### config.mk
export PLATFORM = sky130hd
export DESIGN_NAME = exec_ccr_ctrl
export DESIGN_NICKNAME = d
export VERILOG_FILES = /design/src/rtl/ccr_pkg.sv /design/src/rtl/ccr_save_lifo.sv /design/src/rtl/exec_ccr_ctrl.sv
export SDC_FILE = /design/constraint.sdc
export NUM_CORES = 1
export LEC_CHECK = 0
export ABC_AREA = 1
export ABC_CLOCK_PERIOD_IN_PS = 2300
export CORE_ASPECT_RATIO = 1.25
export CORE_MARGIN = 4
export CORE_UTILIZATION = 45
export DETAILED_ROUTE_END_ITERATION = 12
export GPL_ROUTABILITY_DRIVEN = 0
export PLACE_DENSITY = 0.81
export SETUP_SLACK_MARGIN = 0.15
export SYNTH_ARGS = -nofsm -noshare
export SYNTH_HDL_FRONTEND = slang
export SYNTH_HIERARCHICAL = 1
export SYNTH_SLANG_ARGS = --single-unit
### constraint.sdc
create_clock -name clk -period 2.3 [get_ports clk]
set_clock_uncertainty 0.1 [all_clocks]
set_input_delay 0.575 -clock clk [delete_from_list [all_inputs] [get_ports clk]]
set_output_delay 0.575 -clock clk [all_outputs]
set_load 0.005 [all_outputs]
### src/rtl/ccr_pkg.sv
// Shared definitions for the execute-stage condition-code controller:
// ALU opcodes, CCR bit positions, controller states and the per-opcode
// flag commit mask.
package ccr_pkg;

  localparam logic [3:0] ALU_ADD   = 4'b0000;
  localparam logic [3:0] ALU_SUB   = 4'b0001;
  localparam logic [3:0] ALU_AND   = 4'b0010;
  localparam logic [3:0] ALU_OR    = 4'b0011;
  localparam logic [3:0] ALU_SHL   = 4'b0100;
  localparam logic [3:0] ALU_SHR   = 4'b0101;
  localparam logic [3:0] ALU_NOT   = 4'b0110;
  localparam logic [3:0] ALU_PASS2 = 4'b0111;
  localparam logic [3:0] ALU_INC   = 4'b1000;
  localparam logic [3:0] ALU_DEC   = 4'b1001;
  localparam logic [3:0] ALU_PASS1 = 4'b1010;

  localparam int CCR_C = 2;
  localparam int CCR_N = 1;
  localparam int CCR_Z = 0;

  typedef enum logic [1:0] {
    ST_RUN     = 2'd0,
    ST_SAVE    = 2'd1,
    ST_RESTORE = 2'd2
  } state_t;

  // Which CCR bits an ALU op is allowed to write, laid out as {C,N,Z}.
  // Logic ops leave carry alone, pass-through ops touch nothing, and
  // unused opcodes behave like ADD.
  function automatic logic [2:0] flag_mask(input logic [3:0] op);
    logic [2:0] m;
    case (op)
      ALU_AND, ALU_OR, ALU_NOT: m = 3'b011;
      ALU_PASS2, ALU_PASS1:     m = 3'b000;
      default:                  m = 3'b111;
    endcase
    return m;
  endfunction

endpackage

### src/rtl/ccr_save_lifo.sv
// Small LIFO holding saved CCR values across nested interrupts.
// The pointer counts occupied entries and saturates at 0 and SAVE_DEPTH:
// a push when full and a pop when empty are simply ignored, and the
// caller is responsible for flagging them.
module ccr_save_lifo #(
  parameter int SAVE_DEPTH = 4,
  parameter int PTR_W      = 2
) (
  input  logic       clk,
  input  logic       rst_n,
  input  logic       push,
  input  logic       pop,
  input  logic [2:0] din,
  output logic [2:0] dout,
  output logic       full,
  output logic       empty
);

  logic [PTR_W:0]   ptr;
  logic [PTR_W:0]   top;
  logic [2:0]       mem [SAVE_DEPTH];

  assign full  = (ptr == (PTR_W+1)'(SAVE_DEPTH));
  assign empty = (ptr == '0);
  assign top   = ptr - 1'b1;
  assign dout  = empty ? 3'b000 : mem[top[PTR_W-1:0]];

  // Pointer and storage update; reset empties the stack.
  always_ff @(posedge clk or negedge rst_n) begin
    if (!rst_n) begin
      ptr <= '0;
      for (int i = 0; i < SAVE_DEPTH; i++) mem[i] <= 3'b000;
    end else if (push && !full) begin
      mem[ptr[PTR_W-1:0]] <= din;
      ptr                 <= ptr + 1'b1;
    end else if (pop && !empty) begin
      ptr <= ptr - 1'b1;
    end
  end

endmodule

### src/rtl/exec_ccr_ctrl.sv
// Execute-stage condition-code controller. Owns the architectural CCR
// {C,N,Z}, applies per-opcode commit masks, SETC/CLRC, and saves/restores
// the CCR through a LIFO on interrupt entry and RTI.
// Optional build macro CCR_FWD_EN: ccr_fwd bypasses this cycle's update;
// without it ccr_fwd is the registered CCR.
module exec_ccr_ctrl
  import ccr_pkg::*;
#(
  parameter int SAVE_DEPTH = 4,
  parameter int PTR_W      = 2
) (
  input  logic       clk,
  input  logic       rst_n,
  input  logic       ex_valid,
  input  logic [3:0] alu_ctrl,
  input  logic [3:0] alu_status,
  input  logic       stall,
  input  logic       flush,
  input  logic       setc,
  input  logic       clrc,
  input  logic       int_req,
  input  logic       rti,
  output logic [2:0] ccr,
  output logic [2:0] ccr_fwd,
  output logic       int_ack,
  output logic       busy,
  output logic       save_ovf,
  output logic       save_unf
);

  state_t     state;
  logic [2:0] ccr_next;
  logic [2:0] mask;
  logic       alu_commit;
  logic       c_op_ok;
  logic       lifo_push;
  logic       lifo_pop;
  logic [2:0] lifo_dout;
  logic       lifo_full;
  logic       lifo_empty;

  assign mask       = flag_mask(alu_ctrl);
  assign alu_commit = ex_valid && !stall && !flush && alu_status[3] && (state == ST_RUN);
  // SETC/CLRC are EX instructions too: a stall holds them, a flush kills them.
  assign c_op_ok    = !stall && !flush && (state == ST_RUN);
  assign lifo_push  = (state == ST_SAVE);
  assign lifo_pop   = (state == ST_RESTORE);

  // Next CCR: restore beats everything, then CLRC > SETC on C, then ALU per mask.
  always_comb begin
    ccr_next = ccr;
    if (state == ST_RESTORE) begin
      if (!lifo_empty) ccr_next = lifo_dout;
    end else if (state == ST_RUN) begin
      if (alu_commit) ccr_next = (ccr & ~mask) | (alu_status[2:0] & mask);
      if (c_op_ok) begin
        if (clrc)      ccr_next[CCR_C] = 1'b0;
        else if (setc) ccr_next[CCR_C] = 1'b1;
      end
    end
  end

  // Architectural CCR register.
  always_ff @(posedge clk or negedge rst_n) begin
    if (!rst_n) ccr <= 3'b000;
    else        ccr <= ccr_next;
  end

  // Save/restore sequencer with registered handshake and sticky error flags.
  always_ff @(posedge clk or negedge rst_n) begin
    if (!rst_n) begin
      state    <= ST_RUN;
      int_ack  <= 1'b0;
      busy     <= 1'b0;
      save_ovf <= 1'b0;
      save_unf <= 1'b0;
    end else begin
      int_ack <= 1'b0;
      case (state)
        ST_RUN: begin
          if (rti && !stall) begin
            state <= ST_RESTORE;
            busy  <= 1'b1;
          end else if (int_req && !stall) begin
            state   <= ST_SAVE;
            busy    <= 1'b1;
            int_ack <= 1'b1;
          end
        end
        ST_SAVE: begin
          state <= ST_RUN;
          busy  <= 1'b0;
          if (lifo_full) save_ovf <= 1'b1;
        end
        ST_RESTORE: begin
          state <= ST_RUN;
          busy  <= 1'b0;
          if (lifo_empty) save_unf <= 1'b1;
        end
        default: begin
          state <= ST_RUN;
          busy  <= 1'b0;
        end
      endcase
    end
  end

`ifdef CCR_FWD_EN
  assign ccr_fwd = ccr_next;
`else
  assign ccr_fwd = ccr;
`endif

  ccr_save_lifo #(
    .SAVE_DEPTH (SAVE_DEPTH),
    .PTR_W      (PTR_W)
  ) u_lifo (
    .clk   (clk),
    .rst_n (rst_n),
    .push  (lifo_push),
    .pop   (lifo_pop),
    .din   (ccr),
    .dout  (lifo_dout),
    .full  (lifo_full),
    .empty (lifo_empty)
  );

endmodule

[After elaboration in Yosys (flattened, before gate mapping)]
Cells that the tools add are included.
Cells by class
  reduce and logical (&&, ||, !) cells: 26
  equality and inequality tests: 10
  bitwise gates (word level): 6
  $add $sub $neg: 2
  multiplexer cells: 25
  $lt $le $gt $ge: 3
Operators by type and width (count)
  $mux W3: 9
  $bwmux W12: 1
  $logic_and A1 B1 Y1: 11
  $mux W1: 9
  $eq A4 B2 Y1 const B: 2
  $eq A4 B3 Y1 const B: 2
  $and A3 B3 Y3: 2
  $bmux W3 S2: 1
  $demux W3 S2: 1
  $ge A3 B3 Y1 const B: 2
  $mux W2: 3
  $not A2 Y3: 2
  $pmux W3 S2: 1
  $reduce_and A2 Y1: 3
  $reduce_bool A2 Y1: 3
  $eq A4 B4 Y1 const B: 1
  $logic_not A1 Y1: 4
  $add A3 B1 Y3 const B: 1
  $eq A3 B3 Y1 const B: 1
  $logic_not A3 Y1: 1
  $lt A3 B1 Y1 const B: 1
  $ne A3 B1 Y1 const B: 1
  $not A3 Y3: 1
  $or A3 B3 Y3: 1
  8 further kinds: 8
Word-level totals
  flip-flop bits (word level): 24
  bits of input ports: 17
  word-level logic and storage cells: 84

[Logic depth before layout (Yosys ltp)]
  word-level depth: 12
  depth in mapped cells: 11
  mapped depth without buffers: 10

[Modules after synthesis]
Netlist, hierarchy kept.
Modules (own cells, without submodules)
  ccr_save_lifo: instances 1, cells an instance 114, seq. area each 375.4 µm², area each 864.6 µm²
  exec_ccr_ctrl: instances 1, cells an instance 77, seq. area each 225.2 µm², area each 566.8 µm²

[Worst setup path before layout]
OpenSTA, ideal clock, no wires.
  kind: flip-flop to flip-flop
  start: register u_lifo.ptr[0]
  end: register ccr[0]
  setup slack: 558 ps
  period minus slack after synthesis: 1742 ps
  data required time: 2084 ps
  path buffers: 1
  setup time: 116 ps
  stages on the path, launching flop included: 12
  arrival: 1526 ps
  cells stage by stage: dfrtp_1 > buf_2 > inv_2 > ha_1 > nand2_2 > inv_2 > a21oi_1 > inv_1 > a21oi_2 > o21ai_1 > nand2_1 > nand2_1
On the way
  word-level cells in the longest chain between the ends: 7
  elaborated cells on any way between the ends: 10
  classes of those cells: add/sub: 1; eq/ne: 1; mux: 5; bitwise: 1; reduce/logical: 2
RTL lines
  start: declaration: line ccr_save_lifo.sv:19  | logic [PTR_W:0] ptr;
  start signal: assignment: line ccr_save_lifo.sv:35  | ptr <= ptr + 1'b1;
  start signal: assignment: line ccr_save_lifo.sv:37  | ptr <= ptr - 1'b1;
  $sub A3 B1 Y3: line ccr_save_lifo.sv:25  | assign top = ptr - 1'b1;
  named net u_lifo.top[0]: line ccr_save_lifo.sv:20  | logic [PTR_W:0] top;
  $not A2 Y3 (not written as such): line ccr_save_lifo.sv:26  | assign dout = empty ? 3'b000 : mem[top[PTR_W-1:0]];
  $bmux W3 S2: line ccr_save_lifo.sv:26
  $mux W3 (not written as such) (2 in a row): line ccr_save_lifo.sv:26
  $mux W3: line exec_ccr_ctrl.sv:53  | if (!lifo_empty) ccr_next = lifo_dout;
  $mux W3: line exec_ccr_ctrl.sv:52  | if (state == ST_RESTORE) begin
  end signal: assignment: line exec_ccr_ctrl.sv:66  | else ccr <= ccr_next;
  end: declaration: line exec_ccr_ctrl.sv:23  | output logic [2:0] ccr,
The timed path passes the listed nets, and every way through them passes these cells. The select of a mux whose other input is x is not followed.
A chain may end at the register's enable or synchronous reset.

[Final worst setup path]
  start: register ccr[2]
  end: output port ccr[2]
No word-level cell between the ends.

==> results.yml <==
worst_setup_path:
  crit_family: "buffers and inverters"
  slowest_stage: "clkdlybuf4s50_1"
  cp-end-kind: "primary output"
  worst_path_largest_cell_delay_ns: 0.53
  start_kind: "flip-flop"
  crit_chain: "clkdlybuf4s50_1"
  critPathMaxFanout: 5
  crit_type: "flip-flop to primary output"
  required_ns: 1.62
  crit_buf_inv: 1
  crit_arrival_ns: 1.28
synth:
  ys.warnings.count: 6
  netlist.area_leader.share_pct: 42.0
  synth-seq-area-share_pct: 42.0
  synth_area_per_cell_um2: 7.49
  synth_cell_type_count: 22
  synth_area_leaders: "dfrtp_1, nand2_1, inv_1"
  synth_nets: 213
  synth_area_um2: 1430
  syn_inst: 191
  synth_seq_cells: 24
  synth_top_area_cell: "dfrtp_1"
clock_tree:
  clk_path_buf_depth: 2
  cts_max_level: 1
  numCtsBuffers: 3
  clk_pin_slew_ns: 0.12
  clk_latency_ns: 0.31
  clock_tree.root_cell: "clkbuf_4"
  post_cts_buffers: 0
  hold_buffers: 0
  cts_resized: 0
  cts_tree: "built"
  cts_num_sinks: 24
placement:
  hpwlAfterDp_um: 2120
  portBuffers: 26
floorplan:
  fp-row-count: 22
  dieArea_um2: 4150
  die_h_um: 71.1
  start_util_pct: 47.7
  pin_count: 27
  dieWidth_um: 58.4
  core_area_um2: 3000
final_layout:
  final_nets: 243
  area_delta_synth_final_pct: 24.7
  diodes: 0
  drive_gt1_share_pct: 12.7
global_route:
  antenna_found_initial: 0
  grt.total_usage_pct: 13.9
  grt_pass1_vias: 1124
  grt_max_degree: 25
  grt_pass1_wl_um: 4570
  grt.overflow.total: 0
sta:
  fin_crit_sh_pct: 85.1
  tns_ns: 0
  fin_crit_ns: 1.96
  drv_slew: 0
  finalHoldViolCount: 0
  grt_setup_unrepaired: "false"
  relSlewSlack_pct: 76.1
  setup_viol: 0
  holdWs_ns: 0.374
  worstMarginPinSlew_ns: 0.358
  fmax_mhz: 511
routing:
  ant_nets: 0
  wl_per_cell_um: 10.2
  vias: 1183
  drt_first_pass_iters: 4
  wirelength_um: 2600
  vias_per_cell: 4.62
  drtIter0Drc: 15
  drc: 0
job:
  max_cap_viol_count: 0
outcome:
  status: "finished clean"
min_path:
  min_path_type: "flip-flop to flip-flop"
power:
  power.density_nw_per_um2: 1100
  ir_worst_vdd_uv: 514
  p_leak_nw: 0.932
## through the flow
stage          setup slack, ns  cells  utilization [%]  instance area, µm²  power, W
2_1_floorplan            0.558    191                -                1430   0.00137
3_3_place_gp             0.344    252             57.7                1730   0.00165
3_5_place_dp             0.317    252             57.7                1730   0.00168
4_1_cts                  0.338    256             59.5                1780   0.00198
5_1_grt                  0.264    256             59.5                1780   0.00214
6_report                 0.342    256             59.5                1780   0.00196
## Yosys cell counts, drive strengths merged
master and count:
dfrtp 24, xor2 1, inv 34, a21o 2
nand2 74, o21ai 16, a21oi 9, nand3 9
ha 5, buf 4, nor2 13
## state kept, by name (all words and copies together) (netlist names)
signal and count:
u_lifo/mem 12, ccr 3, u_lifo/ptr 3, state 2
busy 1, int_ack 1, save_ovf 1, save_unf 1
## kinds of logic (layout without fill, tap and decap cells)
kind of cell               count (synthesis)  in the layout  synth area share (%)
buffers and inverters                     38             67                  11.0
AOI/OAI and AO/OA                         27             27                  10.3
DFF                                       24             24                  42.0
adders and majority gates                  5              5                  4.37
xor gates and xnor gates                   1              1                 0.612
and+or+nand+nor                           96             96                  31.7
## placed cells by master (no fill, tap or decap), types with 4 or more instances in the layout
cell type        instances
nand2_1                 66
inv_1                   30
clkdlybuf4s50_1         26
dfrtp_1                 24
o21ai_0                 14
nor2_1                   9
a21oi_1                  7
nand3_1                  6
ha_1                     5
nand2_2                  4
nand2_4                  4
## power breakdown
part           total [W]  internal [W]  switching, W
Sequential      0.000717      0.000592      0.000125
Combinational   0.000947      0.000416      0.000531
Clock           0.000297      0.000176      0.000120
## final cells by class
class                           instances  area, µm²
Timing Repair Buffer                   29        283
Fill cell                             265       1220
Clock inverter                          1       30.0
Multi-Input combinational cell        129        673
Tap cell                               36       45.0
Sequential cell                        24        601
Inverter                               34        130
Clock buffer                            3       22.5
## metal layers
metal  track usage [%]  share of wire, %
met5                 0                 0
met2              25.8                53
met4              5.41               1.3
met1              15.4                43
met3              1.82               3.0
## worst paths after layout
check	start	slack, ns	to	cells past startpoint
worst max-delay path	ccr[2]	0.34	ccr[2]	1
worst min-delay path	save_ovf	0.37	save_ovf	1
min in group asynchronous	rst_n	0.50	u_lifo/mem[1]	2
worst max register to register	u_lifo/ptr[1]	0.57	ccr[0]	10
worst min register to register	save_ovf	0.37	save_ovf	1
max in group asynchronous	rst_n	1.35	u_lifo/ptr[1]	2
No activity file was read; power rests on OpenSTA's default activity.
